===== src/rtl/int_log_calc_if.sv =====
// int_log_calc_if
// ---------------
// Purpose: bundles the start/busy/done handshake, the operands and the
// results of the integer logarithm unit. This is the same handshake shape
// the neighbouring power block in the calculator datapath uses.
//
// Signals:
//   start     request pulse, sampled by the unit only while busy=0
//   base      logarithm base, unsigned (W_BASE bits)
//   value     logarithm argument, unsigned (W_VAL bits)
//   exponent  floor(log_base(value)), 0 on error (W_EXP bits)
//   exact     1 when base^exponent == value
//   error     1 when base<2 or value==0
//   busy      high while the unit is iterating
//   done      one-cycle pulse when the results become valid
//
// Modports:
//   master  drives start/base/value and reads the results (datapath side)
//   slave   the logarithm unit itself
interface int_log_calc_if #(
    parameter int W_VAL  = 8,
    parameter int W_BASE = 4,
    parameter int W_EXP  = 4
) ();
    logic              start;
    logic [W_BASE-1:0] base;
    logic [W_VAL-1:0]  value;
    logic [W_EXP-1:0]  exponent;
    logic              exact;
    logic              error;
    logic              busy;
    logic              done;

    modport master (
        output start, base, value,
        input  exponent, exact, error, busy, done
    );

    modport slave (
        input  start, base, value,
        output exponent, exact, error, busy, done
    );
endinterface


===== src/rtl/int_log_calc.sv =====
// int_log_calc
// ------------
// Purpose: iterative integer logarithm. For an unsigned value and base it
// returns exponent = floor(log_base(value)), an exact flag
// (base^exponent == value) and an error flag (base<2 or value==0).
// Each RUN cycle performs one acc*base multiply. For a valid request the
// unit spends floor_log+1 cycles in RUN, then pulses done for one cycle.
//
// Ports:
//   clk   system clock, rising edge
//   rst   synchronous, active-high reset
//   bus   int_log_calc_if.slave: start/base/value in,
//         exponent/exact/error/busy/done out
module int_log_calc #(
    parameter int W_VAL  = 8,
    parameter int W_BASE = 4,
    parameter int W_EXP  = 4
) (
    input  logic           clk,
    input  logic           rst,
    int_log_calc_if.slave  bus
);
    localparam int W_PROD = W_VAL + W_BASE;

    typedef enum logic [1:0] {
        IDLE = 2'd0,
        RUN  = 2'd1,
        DONE = 2'd2
    } state_t;

    state_t            state;
    state_t            state_next;

    logic [W_BASE-1:0] base_q;
    logic [W_VAL-1:0]  val_q;
    logic [W_VAL-1:0]  acc;
    logic [W_EXP-1:0]  exp_cnt;

    logic [W_EXP-1:0]  exponent_q;
    logic              exact_q;
    logic              error_q;

    logic [W_PROD-1:0] prod;
    logic              step_ok;
    logic              accept;
    logic              operand_bad;

    // A start is accepted in any state except RUN, including the DONE cycle.
    assign accept      = bus.start && (state != RUN);
    // The operand check looks at the live inputs, because the operands are
    // being latched on this same edge.
    assign operand_bad = (bus.base < W_BASE'(2)) || (bus.value == '0);

    // The product is kept at full width so that acc*base can never wrap.
    // acc stays <= val_q, so the truncated form fits back into acc.
    assign prod    = W_PROD'(acc) * W_PROD'(base_q);
    assign step_ok = (prod <= W_PROD'(val_q));

    always_ff @(posedge clk) begin
        if (rst) begin
            state <= IDLE;
        end else begin
            state <= state_next;
        end
    end

    always_comb begin
        state_next = state;
        case (state)
            IDLE: begin
                if (accept) begin
                    state_next = operand_bad ? DONE : RUN;
                end
            end
            RUN: begin
                if (!step_ok) begin
                    state_next = DONE;
                end
            end
            DONE: begin
                if (accept) begin
                    state_next = operand_bad ? DONE : RUN;
                end else begin
                    state_next = IDLE;
                end
            end
            default: state_next = IDLE;
        endcase
    end

    // The datapath registers are cleared only by reset or by a new accepted
    // start. The results therefore persist after the unit returns to IDLE.
    always_ff @(posedge clk) begin
        if (rst) begin
            base_q     <= '0;
            val_q      <= '0;
            acc        <= '0;
            exp_cnt    <= '0;
            exponent_q <= '0;
            exact_q    <= 1'b0;
            error_q    <= 1'b0;
        end else if (accept) begin
            base_q     <= bus.base;
            val_q      <= bus.value;
            acc        <= W_VAL'(1);
            exp_cnt    <= '0;
            exponent_q <= '0;
            exact_q    <= 1'b0;
            error_q    <= operand_bad;
        end else if (state == RUN) begin
            if (step_ok) begin
                acc     <= prod[W_VAL-1:0];
                exp_cnt <= exp_cnt + W_EXP'(1);
            end else begin
                exponent_q <= exp_cnt;
                exact_q    <= (acc == val_q);
            end
        end
    end

    assign bus.exponent = exponent_q;
    assign bus.exact    = exact_q;
    assign bus.error    = error_q;
    assign bus.busy     = (state == RUN);
    assign bus.done     = (state == DONE);
endmodule

===== src/flat_wrapper.sv =====
// flat-port wrapper written by rule: the top's interface ports become plain ports
module int_log_calc_flat 
#(
    parameter int W_VAL  = 8,
    parameter int W_BASE = 4,
    parameter int W_EXP  = 4
)
  (clk, rst, bus_start, bus_base, bus_value, bus_exponent, bus_exact, bus_error, bus_busy, bus_done);
  int_log_calc_if #(.W_VAL(W_VAL), .W_BASE(W_BASE), .W_EXP(W_EXP)) bus_i ();
  input  logic clk;
  input  logic rst;
  input wire logic [$bits(bus_i.start)-1:0] bus_start;
  input wire logic [$bits(bus_i.base)-1:0] bus_base;
  input wire logic [$bits(bus_i.value)-1:0] bus_value;
  output wire logic [$bits(bus_i.exponent)-1:0] bus_exponent;
  output wire logic [$bits(bus_i.exact)-1:0] bus_exact;
  output wire logic [$bits(bus_i.error)-1:0] bus_error;
  output wire logic [$bits(bus_i.busy)-1:0] bus_busy;
  output wire logic [$bits(bus_i.done)-1:0] bus_done;
  assign bus_i.start = bus_start;
  assign bus_i.base = bus_base;
  assign bus_i.value = bus_value;
  assign bus_exponent = bus_i.exponent;
  assign bus_exact = bus_i.exact;
  assign bus_error = bus_i.error;
  assign bus_busy = bus_i.busy;
  assign bus_done = bus_i.done;
  int_log_calc #(.W_VAL(W_VAL), .W_BASE(W_BASE), .W_EXP(W_EXP)) u_core (.clk(clk), .rst(rst), .bus(bus_i));
endmodule

===== config.mk =====
export PLATFORM = sky130hd
export DESIGN_NAME = int_log_calc_flat
export DESIGN_NICKNAME = d
export VERILOG_FILES = /design/src/rtl/int_log_calc_if.sv /design/src/rtl/int_log_calc.sv /design/src/flat_wrapper.sv
export SDC_FILE = /design/constraint.sdc
export NUM_CORES = 1
export LEC_CHECK = 0
export ABC_AREA = 0
export CAP_MARGIN = 20
export CELL_PAD_IN_SITES_DETAIL_PLACEMENT = 1
export CELL_PAD_IN_SITES_GLOBAL_PLACEMENT = 1
export CORE_ASPECT_RATIO = 0.5
export CORE_MARGIN = 1
export CORE_UTILIZATION = 48
export CTS_BUF_LIST = sky130_fd_sc_hd__clkbuf_8
export CTS_CLUSTER_DIAMETER = 200
export DETAILED_ROUTE_END_ITERATION = 6
export HOLD_SLACK_MARGIN = 0.15
export PLACE_DENSITY_LB_ADDON = 0.12
export SLEW_MARGIN = 20
export SYNTH_ARGS = -nofsm -noshare
export SYNTH_HDL_FRONTEND = slang
export SYNTH_SLANG_ARGS = --single-unit

===== constraint.sdc =====
create_clock -name clk -period 11 [get_ports clk]
set_input_delay 2.75 -clock clk [delete_from_list [all_inputs] [get_ports clk]]
set_output_delay 2.75 -clock clk [all_outputs]
set_load 0.02 [all_outputs]

==> flow_metrics.py, run 1 <==
metrics = {
    "clock_tree": {
        "clockBufferDepth": 2,
        "hold_buffers": 0,
        "clock_sinks": 32,
        "clockRootBuffer": "clkbuf_8",
        "cts_made_buffers": 5,
        "clk_pin_slew_worst_paths_ns": 0.07,
        "cts_tree": "built",
        "postCtsResizedCells": 0,
        "h-tree-depth": 2,
        "cts_setup_buffers": 0,
        "insertion_delay_ns": 0.28,
    },
    "synth": {
        "ys_warn_count": 0,
        "async_flop_share_pct": 0,
        "synth_largest_area_cell": "dfxtp_1",
        "synth_seq_cells": 32,
        "synthesis.area_mm2": 0.002560,
        "avgSynthCellArea_um2": 8.101,
        "ys_types": 43,
        "yosysSeqAreaShare_pct": 25.02,
        "postSynthCellCount": 316,
        "synth_most_common_cell": "nand2_1",
        "netlist_top_cells_count": "64 x nand2_1, 32 x dfxtp_1, 28 x inv_1, 25 x ha_1, 24 x a21oi_1",
        "synthTopCellsByArea": "dfxtp_1 25%, ha_1 12%, fa_1 9.4%, nand2_1 9.4%, a21oi_1 4.7%",
        "synth_edf_count": 0,
        "synth.top_cell.area_share_pct": 25.02,
        "synth_ff_type": "dfxtp_1",
        "syn_nets": 368,
    },
    "critical_path": {
        "rr_worst_depth": 16,
        "worstPathRequired_ns": 8.25,
        "max_stage_delay_ns": 0.67,
        "critPathLaunchType": "flop",
        "cp_num_buf_inv": 2,
        "critPathTopFamily": "buffers and inverters",
        "endpoint_kind": "output port",
        "path_max_fanout": 11,
        "crit_slowest_cell": "clkdlybuf4s50_1",
        "worstPathCellList": "nand2b_1 -> inv_1 -> clkdlybuf4s50_1",
        "critPathKind": "reg -> out",
        "worstPathArrival_ns": 1.92,
        "r2r_setup_slack_ns": 6.36,
        "r2r-start": "u_core.base_q[2]",
        "reg2reg_to": "u_core.bus.exponent[3]",
    },
    "final_layout": {
        "layout.nets": 386,
        "n_antenna_cell": 0,
        "layout-drive-gt1-share_pct": 4.478,
        "multi_input_area_mm2": 0.001753,
        "fill_cells": 618,
        "utilization_pct": 57.82,
        "syn2layout_area_growth_pct": 13.44,
        "regArea_um2": 640.6,
    },
    "power": {
        "swShare_pct": 30.12,
        "power.leakage_nw": 1.330,
        "clkPwrFrac_pct": 33.2,
        "p_total_w": 0.0002751,
        "internal_power_w": 0.0001922,
        "p_seq_share_pct": 47.0,
        "combPwrFrac_pct": 19.7,
        "powerDensity_mw_per_mm2": 94.74,
        "vdd_drop_max_mv": 0.09258,
        "switching_power_w": 0.00008287,
    },
    "floorplan": {
        "dieArea_mm2": 0.005647,
        "ios": 23,
        "std_cell_rows": 18,
        "coreArea_mm2": 0.005022,
        "initial_core_util_pct": 50.97,
        "fp.dieH_um": 53.64,
        "die_w_um": 105.3,
    },
    "hold_path": {
        "hp-start": "u_core.bus.exponent[1]",
        "whs_endpoint": "u_core.bus.exponent[1]",
        "holdPathStages": 2,
        "hp-class": "reg -> reg",
    },
    "placement": {
        "detailed_place_hpwl_mm": 5.594,
        "gp_congestion": 0.8246,
        "portBuffers": 22,
    },
    "detailed_routing": {
        "drc": 0,
        "detail_route.iter0.violations": 108,
        "ant_nets": 0,
        "num_vias": 2279,
        "drtPass1Iterations": 4,
        "wl_per_cell_um": 17.20,
        "wl_mm": 6.965,
        "via_per_inst": 5.627,
    },
    "global_routing": {
        "grt.overflow.total": 0,
        "antenna_found_initial": 0,
        "grt_max_degree": 21,
        "grtUsageTotal_pct": 26.24,
        "grt_pass1_wl_mm": 11.03,
        "grt_pass1_vias": 2333,
    },
    "timing": {
        "worst_slew_pin_slew_ns": 0.7207,
        "setup_violations": 0,
        "period_share_pct": 42.45,
        "fmax_ghz": 0.2141,
        "period_minus_slack_ns": 4.670,
        "max_slew_margin_pct": 51.80,
        "slew_viol_final": 0,
        "grt_setup_unrepaired": "no",
        "tns_ns": 0,
        "hold_viol": 0,
        "whs_ns": 0.4697,
        "final.setup_skew_ns": 0.005090,
    },
    "run_status": {
        "outcome": "finished clean",
    },
    "job": {
        "cap_violations": 0,
    },
}
power groups by stage:
stage	Sequential (W)	Clock [W]	Combinational, W
floorplan	0.000129	0	0.0000384
global placement	0.000131	0	0.0000512
CTS	0.000129	0.0000929	0.0000542
detailed placement	0.000132	0	0.0000532
global route	0.000130	0.0000976	0.0000595
finish	0.000129	0.0000915	0.0000542
area by class of cell:
| type | instances | share of cell area, % |
|---|---|---|
| well taps | 70 | 3.016 |
| repair buffers | 23 | 7.841 |
| inverters | 28 | 3.619 |
| multi-input cells | 244 | 60.36 |
| flip-flops and latches | 32 | 22.06 |
| clock inverters | 2 | 0.2585 |
| clock buffers | 6 | 2.844 |
cells by family (layout without fill, tap and decap cells):
group	Yosys count	in the layout	synth area share [%]
AO/OA/AOI/OAI	52	52	12.90
AND/OR/NAND/NOR	133	133	25.95
multiplexers	10	10	3.910
XOR/XNOR	12	12	4.106
adder cells (fa/ha/maj)	37	37	21.60
buffers and inverters	40	59	6.500
flip-flops	32	32	25.02
metal layers:
layer | track usage (%) | routed length (µm) | up-vias
met5 | 0 | 0 | -
met1 | 31.56 | 3395 | 1115
li1 | - | - | 1106
met3 | 4.237 | 180 | 15
met2 | 49.78 | 3267 | 43
met4 | 8.451 | 121 | 0
cell usage in the layout (no fill, tap or decap), types with 2 or more instances in the layout:
cell	count
a211o_1	2
a211oi_1	3
a21o_1	4
a21oi_1	24
and2_1	19
and3_1	2
clkbuf_8	6
clkdlybuf4s50_1	22
dfxtp_1	32
fa_1	12
ha_1	25
inv_1	30
mux2i_1	10
nand2_1	64
nand2b_1	5
nand3_1	4
nand3_2	2
nand3b_1	2
nand4_1	8
nor2_1	7
nor2b_1	2
nor3_1	5
nor4_1	5
o211a_1	2
o21ai_0	9
or3_1	2
xnor2_1	2
xor2_1	10
worst min-delay path, stage by stage (launching register included):
cell and delay [ns]:
dfxtp_1 0.31, nand2_1 0.05, mux2i_1 0.06
worst max path at each step:
| stage | startpoint | to | slack, ns | depth (start not counted) |
|---|---|---|---|---|
| final | u_core.state[1] | bus_busy | 6.33 | 3 |
| after global routing | u_core.base_q[2] | u_core.bus.exponent[3] | 6.16 | 16 |
| after CTS | u_core.state[0] | bus_busy | 6.33 | 3 |
| after detailed placement | rst | u_core.bus.exponent[3] | 6.32 | 5 |
| after global placement | bus_start | u_core.acc[7] | 6.42 | 6 |
| after floorplan | u_core.base_q[3] | u_core.bus.exact | 6.90 | 18 |
through the flow:
step                      instance area (µm²)  setup slack, ns  instances
after floorplan                          2560            6.901        316
after global placement                   2814            6.418        397
after detailed placement                 2814            6.319        397
after CTS                                2904            6.326        405
after global routing                     2904            6.161        405
final                                    2904            6.330        405
state kept, by name (all words and copies together) (netlist names):
signal               count
u_core.bus.exact         1
u_core.exp_cnt           4
u_core.val_q             8
u_core.base_q            4
u_core.state             2
u_core.bus.error         1
u_core.bus.exponent      4
u_core.acc               8
(Power assumes the default switching activity.)
==> run 2, diff against run 1 <==
--- a/config.mk
+++ b/config.mk
@@ -11,7 +11,7 @@
 export CELL_PAD_IN_SITES_GLOBAL_PLACEMENT = 1
 export CORE_ASPECT_RATIO = 0.5
 export CORE_MARGIN = 1
-export CORE_UTILIZATION = 48
+export CORE_UTILIZATION = 41
 export CTS_BUF_LIST = sky130_fd_sc_hd__clkbuf_8
 export CTS_CLUSTER_DIAMETER = 200
 export DETAILED_ROUTE_END_ITERATION = 6
==> constraint.sdc (replaced) <==
create_clock -name clk -period 4.13 [get_ports clk]
set_input_delay 1.0325 -clock clk [delete_from_list [all_inputs] [get_ports clk]]
set_output_delay 1.0325 -clock clk [all_outputs]
set_load 0.02 [all_outputs]
==> run 2 against run 1 <==
Against the previous run: the flow now finishes with violations (negative setup slack); register-to-register slack lost 6.4 ns; routed wire length grew 29%; flip-flop and latch count is the same; global-route usage shrank 0.15 points; non-clock buffer count grew 33; clock power grew to 3.7 times the previous value; total power grew to 3.2 times the previous value; worst setup slack lost 6.4 ns; critical path depth grew 14; clock skew grew 0.0022 ns; sequential power grew to 2.6 times the previous value; via count grew 11%.
==> flow_metrics.py, run 2 (synthesis results as in run 1) <==
metrics = {
    "timing": {
        "worst_slew_pin_slew_ns": 0.7937,
        "whs_ns": 0.4624,
        "max_slew_margin_pct": 46.89,
        "fmax_ghz": 0.2387,
        "period_share_pct": 101.4,
        "period_minus_slack_ns": 4.189,
        "slew_viol_final": 0,
        "tns_ns": -0.2063,
        "grt_setup_unrepaired": "yes",
        "hold_viol": 0,
        "setup_violations": 6,
        "setup_slack_ns": -0.05875,
        "final.setup_skew_ns": 0.007248,
    },
    "final_layout": {
        "fin_cells": 453,
        "syn2layout_area_growth_pct": 33.72,
        "fill_cells": 700,
        "mostFrequentLayoutCells": "59 x nand2_1, 33 x buf_4, 25 x dfxtp_1",
        "layout.nets": 420,
        "final_common_cell": "nand2_1",
        "layout-drive-gt1-share_pct": 23.58,
        "reg_top3": "u_core.acc: 8 flops, u_core.val_q: 8 flops",
        "n_antenna_cell": 0,
    },
    "power": {
        "clkPwrFrac_pct": 38.2,
        "p_seq_share_pct": 39.0,
        "combPwrFrac_pct": 22.8,
        "vdd_drop_max_mv": 0.2129,
        "swShare_pct": 28.96,
        "power.leakage_nw": 1.551,
        "internal_power_w": 0.0006216,
        "powerDensity_mw_per_mm2": 255.6,
        "switching_power_w": 0.0002534,
    },
    "global_routing": {
        "use_met1_pct": 33.90,
        "grt_max_degree": 21,
        "grt_pass1_wl_mm": 12.97,
        "grt.overflow.total": 0,
        "grt_pass1_vias": 2589,
        "met2_usage_pct": 47.30,
        "grt_busiest_layer": "met2",
        "use_met3_pct": 2.720,
        "antenna_found_initial": 0,
        "grtUsageTotal_pct": 26.09,
    },
    "critical_path": {
        "endpoint_kind": "flop",
        "worstPathRequired_ns": 4.28,
        "crit_slowest_cell": "fa_1",
        "crit_top_cell": "nand4_1",
        "critPathTopFamily": "adder cells",
        "worstPathArrival_ns": 4.34,
        "cp_num_buf_inv": 2,
        "path_max_fanout": 7,
        "critPathLaunchType": "flop",
        "worstPathCellList": "nand2_1 -> fa_1 -> inv_1 -> fa_1 -> ha_1 -> a21o_1 -> nand4_1 -> nand2_2 -> xor2_4 -> ha_4 -> nand4_1 -> a211o_1 -> o211a_1 -> and3_4 -> buf_6 -> nand4_1 -> o21ai_0",
        "max_stage_delay_ns": 0.52,
        "critPathKind": "reg -> reg",
    },
    "hold_path": {
        "hp-class": "reg -> reg",
    },
    "floorplan": {
        "ios": 23,
        "std_cell_rows": 19,
        "die_w_um": 113.7,
        "coreArea_mm2": 0.005753,
        "fp.dieH_um": 57.88,
        "initial_core_util_pct": 44.50,
        "dieArea_mm2": 0.006583,
    },
    "detailed_routing": {
        "num_vias": 2538,
        "ant_nets": 0,
        "wl_per_cell_um": 19.91,
        "drc": 0,
        "drtPass1Iterations": 4,
        "wl_mm": 9.019,
        "detail_route.iter0.violations": 204,
        "via_per_inst": 5.603,
    },
    "clock_tree": {
        "cts_tree": "built",
        "insertion_delay_ns": 0.29,
        "clock_sinks": 32,
        "clockBufferDepth": 2,
        "clockRootBuffer": "clkbuf_8",
        "cts_made_buffers": 5,
        "clk_pin_slew_worst_paths_ns": 0.07,
        "h-tree-depth": 2,
    },
    "job": {
        "cap_violations": 0,
    },
    "placement": {
        "gp_congestion": 0.8355,
        "detailed_place_hpwl_mm": 6.011,
        "portBuffers": 22,
        "place_inst": 439,
    },
    "run_status": {
        "violations": "negative setup slack",
        "outcome": "complete, but fails checks",
    },
}
[run 2: final timing paths]
path | startpoint | endpoint | slack (ns) | cells past startpoint
worst max-delay path | u_core.acc[1] | u_core.acc[6] | -0.06 | 17
worst min-delay path | u_core.bus.exponent[1] | u_core.bus.exponent[1] | 0.46 | 2
worst max register to register | u_core.acc[1] | u_core.acc[6] | -0.06 | 17
worst min register to register | u_core.bus.exponent[1] | u_core.bus.exponent[1] | 0.46 | 2
[run 2: metrics by stage]
stage,instance area (µm²),power [W],utilization [%],setup WS (ns)
2_1_floorplan,2560,0.0004451,-,0.03141
3_3_place_gp,3042,0.0005069,52.87,-0.02783
3_5_place_dp,3042,0.0005147,52.87,-0.2250
4_1_cts,3288,0.0008558,57.16,0.002789
5_1_grt,3423,0.0009069,59.50,-0.2400
6_report,3423,0.0008751,59.50,-0.05875
[run 2: timing repair]
action	in CTS	in global routing
cloned	1	0
pin swaps	5	23
gates resized for setup	21	31
hold buffers	0	0
endpoints found under the hold margin	0	0
endpoints found under the setup margin	19	19
setup buffers	2	3
[run 2: routing by layer]
layer / up-vias / part of all wire (%)
met2: 70 / 48
met4: 0 / 1.8
met5: - / 0
met1: 1281 / 46
met3: 15 / 3.6
li1: 1172 / -
[run 2: layout make-up]
type / instances / area [µm²] / share of cell area, %
repair buffers: 56 / 479.2 / 14.00
multi-input cells: 245 / 1951 / 56.98
clock inverters: 1 / 30.03 / 0.8772
flip-flops and latches: 32 / 656.9 / 19.19
inverters: 28 / 105.1 / 3.070
well taps: 84 / 105.1 / 3.070
clock buffers: 7 / 96.34 / 2.814
[run 2: power by group through the flow]
stage / sequential [W] / combinational (W) / clock [W]
after floorplan: 0.000343 / 0.000102 / 0
after global placement: 0.000345 / 0.000162 / 0
after detailed placement: 0.000346 / 0.000169 / 0
after CTS: 0.000340 / 0.000181 / 0.000335
after global routing: 0.000342 / 0.000216 / 0.000349
final: 0.000341 / 0.000199 / 0.000334
[run 2: worst register-to-register path: stages, from the launching register on]
cell     delay [ns]
dfxtp_1        0.39
nand2_1        0.10
fa_1           0.52
inv_1          0.07
fa_1           0.49
ha_1           0.30
a21o_1         0.21
nand4_1        0.17
nand2_2        0.13
xor2_4         0.20
ha_4           0.30
nand4_1        0.14
a211o_1        0.30
o211a_1        0.17
and3_4         0.25
buf_6          0.13
nand4_1        0.09
o21ai_0        0.11
==> run 3, diff against run 2 <==
--- a/config.mk
+++ b/config.mk
@@ -7,11 +7,11 @@
 export LEC_CHECK = 0
 export ABC_AREA = 0
 export CAP_MARGIN = 20
-export CELL_PAD_IN_SITES_DETAIL_PLACEMENT = 1
-export CELL_PAD_IN_SITES_GLOBAL_PLACEMENT = 1
+export CELL_PAD_IN_SITES_DETAIL_PLACEMENT = 0
+export CELL_PAD_IN_SITES_GLOBAL_PLACEMENT = 2
 export CORE_ASPECT_RATIO = 0.5
 export CORE_MARGIN = 1
-export CORE_UTILIZATION = 41
+export CORE_UTILIZATION = 32
 export CTS_BUF_LIST = sky130_fd_sc_hd__clkbuf_8
 export CTS_CLUSTER_DIAMETER = 200
 export DETAILED_ROUTE_END_ITERATION = 6
==> run 3 against run 2 <==
Against the previous run: total power is 11% lower; combinational power decreased by 4%; register-to-register slack improved by 0.17 ns; non-clock buffer count up 6; critical endpoint is now u_core.state[0]; highest routed layer unchanged; clock-buffer cell count shrank 1; clock skew fell by 0.0010 ns; sequential power about the same; cell count grew 6.4%; maximum frequency up 4.3%; flip-flop and latch count unchanged; the flow now finishes without violations.
==> flow_metrics.py, run 3 (synthesis results as in run 1) <==
metrics = {
    "power": {
        "clkPwrFrac_pct": 31.6,
        "p_total_w": 0.0007758,
        "power.leakage_nw": 1.576,
        "powerDensity_mw_per_mm2": 227.0,
        "swShare_pct": 29.91,
        "combPwrFrac_pct": 24.6,
        "vdd_drop_max_mv": 0.1403,
        "p_seq_share_pct": 43.9,
        "switching_power_w": 0.0002320,
        "internal_power_w": 0.0005438,
    },
    "detailed_routing": {
        "detail_route.iter0.violations": 85,
        "drtPass1Iterations": 4,
        "num_vias": 2282,
        "wl_mm": 6.914,
        "wl_per_cell_um": 14.34,
        "drc": 0,
        "via_per_inst": 4.734,
        "ant_nets": 0,
    },
    "final_layout": {
        "layout.nets": 425,
        "stdcell_area_mm2": 0.003418,
        "mostFrequentLayoutCells": "60 x nand2_1, 38 x buf_4, 28 x inv_1",
        "final_common_cell": "nand2_1",
        "reg_top3": "u_core.acc: 8 flops, u_core.val_q: 8 flops",
        "fill_cells": 785,
        "syn2layout_area_growth_pct": 33.53,
        "n_antenna_cell": 0,
        "layout-drive-gt1-share_pct": 22.19,
    },
    "critical_path": {
        "worstPathRequired_ns": 4.33,
        "path_max_fanout": 7,
        "r2r_setup_slack_ns": 0.11,
        "endpoint_kind": "flop",
        "rr_worst_depth": 19,
        "critPathLaunchType": "flop",
        "reg2reg_to": "u_core.state[0]",
        "critPathKind": "reg -> reg",
        "worstPathArrival_ns": 4.21,
        "r2r-start": "u_core.base_q[1]",
    },
    "placement": {
        "post-place-ws_ns": -0.3082,
        "gp_congestion": 0.7618,
        "dpl-instance-area_mm2": 0.003109,
        "detailed_place_hpwl_mm": 5.551,
        "portBuffers": 22,
    },
    "timing": {
        "fmax_ghz": 0.2489,
        "period_share_pct": 97.27,
        "worst_slew_pin_slew_ns": 0.8037,
        "final.setup_skew_ns": 0.006213,
        "whs_ns": 0.4583,
        "grt_setup_unrepaired": "yes",
        "setup_slack_ns": 0.1129,
        "tns_ns": 0,
        "hold_viol": 0,
        "period_minus_slack_ns": 4.017,
        "slew_viol_final": 0,
        "setup_violations": 0,
        "max_slew_margin_pct": 46.25,
    },
    "clock_tree": {
        "clk_pin_slew_worst_paths_ns": 0.07,
        "clockRootBuffer": "clkbuf_8",
        "h-tree-depth": 2,
        "cts_made_buffers": 5,
        "cts_tree": "built",
        "hold_buffers": 0,
        "clockBufferDepth": 2,
        "clock_sinks": 32,
        "insertion_delay_ns": 0.28,
    },
    "floorplan": {
        "coreArea_mm2": 0.007542,
        "initial_core_util_pct": 33.94,
        "std_cell_rows": 22,
        "ios": 23,
        "die_w_um": 128.5,
        "dieArea_mm2": 0.008383,
        "fp.dieH_um": 65.25,
    },
    "global_routing": {
        "grt_max_degree": 25,
        "grt_pass1_wl_mm": 11.81,
        "grt_pass1_vias": 2359,
        "grt.overflow.total": 0,
        "antenna_found_initial": 0,
        "grtUsageTotal_pct": 18.38,
    },
    "hold_path": {
        "whs_endpoint": "u_core.bus.exact",
        "hp-class": "reg -> reg",
        "holdPathStages": 2,
        "hp-start": "u_core.bus.exact",
    },
    "run_status": {
        "outcome": "finished clean",
    },
    "job": {
        "cap_violations": 0,
    },
}
-- run 3: changes by cell type in the layout (fill, tap and decap cells not counted), sizes merged --
cell / before / now
inv: 28 / 30
bufinv: 1 / 0
nor2: 10 / 9
buf: 34 / 40
clkbuf: 7 / 6
-- run 3: layer usage --
layer | up-vias | track usage (%) | routed length, µm | part of all wire (%)
met5 | - | 0 | 0 | 0
met4 | 0 | 4.265 | 38 | 0.55
met3 | 5 | 2.362 | 176 | 2.5
met2 | 29 | 27.30 | 2801 | 41
met1 | 1066 | 27.83 | 3897 | 56
li1 | 1182 | - | - | -
-- run 3: repair_timing --
action                                  CTS  global route
gates cloned                              0             0
setup buffers                             3             3
gates resized for setup                  11            32
pin swaps                                 2            22
endpoints found under the setup margin   19            19
-- run 3: per-stage QoR --
step                std cells  utilization [%]
floorplan                 316                -
global route              482            45.32
CTS                       479            43.18
finish                    482            45.32
detailed placement        468            41.22
global placement          468            41.22
-- run 3: how the worst max path moves through the flow --
stage | startpoint | end | slack [ns] | cells after the start
CTS | u_core.acc[2] | u_core.acc[5] | 0.003 | 17
floorplan | u_core.base_q[3] | u_core.bus.exact | 0.03 | 18
global route | u_core.base_q[1] | u_core.state[0] | -0.04 | 19
detailed placement | u_core.base_q[3] | u_core.bus.exponent[2] | -0.31 | 16
global placement | u_core.base_q[3] | u_core.exp_cnt[0] | -0.31 | 18
finish | u_core.base_q[1] | u_core.state[0] | 0.11 | 19
-- run 3: worst max-delay path, cell delays in order (launching register included) --
cell	delay [ns]
dfxtp_4	0.37
and2_4	0.14
fa_1	0.54
inv_2	0.04
fa_1	0.52
inv_2	0.05
ha_4	0.15
a21o_1	0.20
a31oi_2	0.19
nand2_2	0.11
xor2_2	0.20
ha_1	0.33
nand4_1	0.11
nand2b_4	0.16
nand2_1	0.05
o211a_1	0.20
and3_4	0.28
buf_6	0.12
nand2_4	0.04
a21oi_2	0.14
-- run 3: area by class of cell --
type                    instances  area, µm²  share of cell area, %
multi-input cells             244       1907                  55.78
clock inverters                 2      7.507                 0.2196
clock buffers                   6      82.58                  2.416
well taps                     108      135.1                  3.953
flip-flops and latches         32      653.1                  19.11
inverters                      28      105.1                  3.075
repair buffers                 62      528.0                  15.45
-- run 3: power groups by stage --
| stage | clock network (W) | logic, W | registers [W] |
|---|---|---|---|
| final | 0.000245 | 0.000191 | 0.000340 |
| after global routing | 0.000270 | 0.000210 | 0.000343 |
| after CTS | 0.000255 | 0.000176 | 0.000340 |
| after detailed placement | 0 | 0.000169 | 0.000347 |
| after global placement | 0 | 0.000169 | 0.000347 |
| after floorplan | 0 | 0.000102 | 0.000343 |
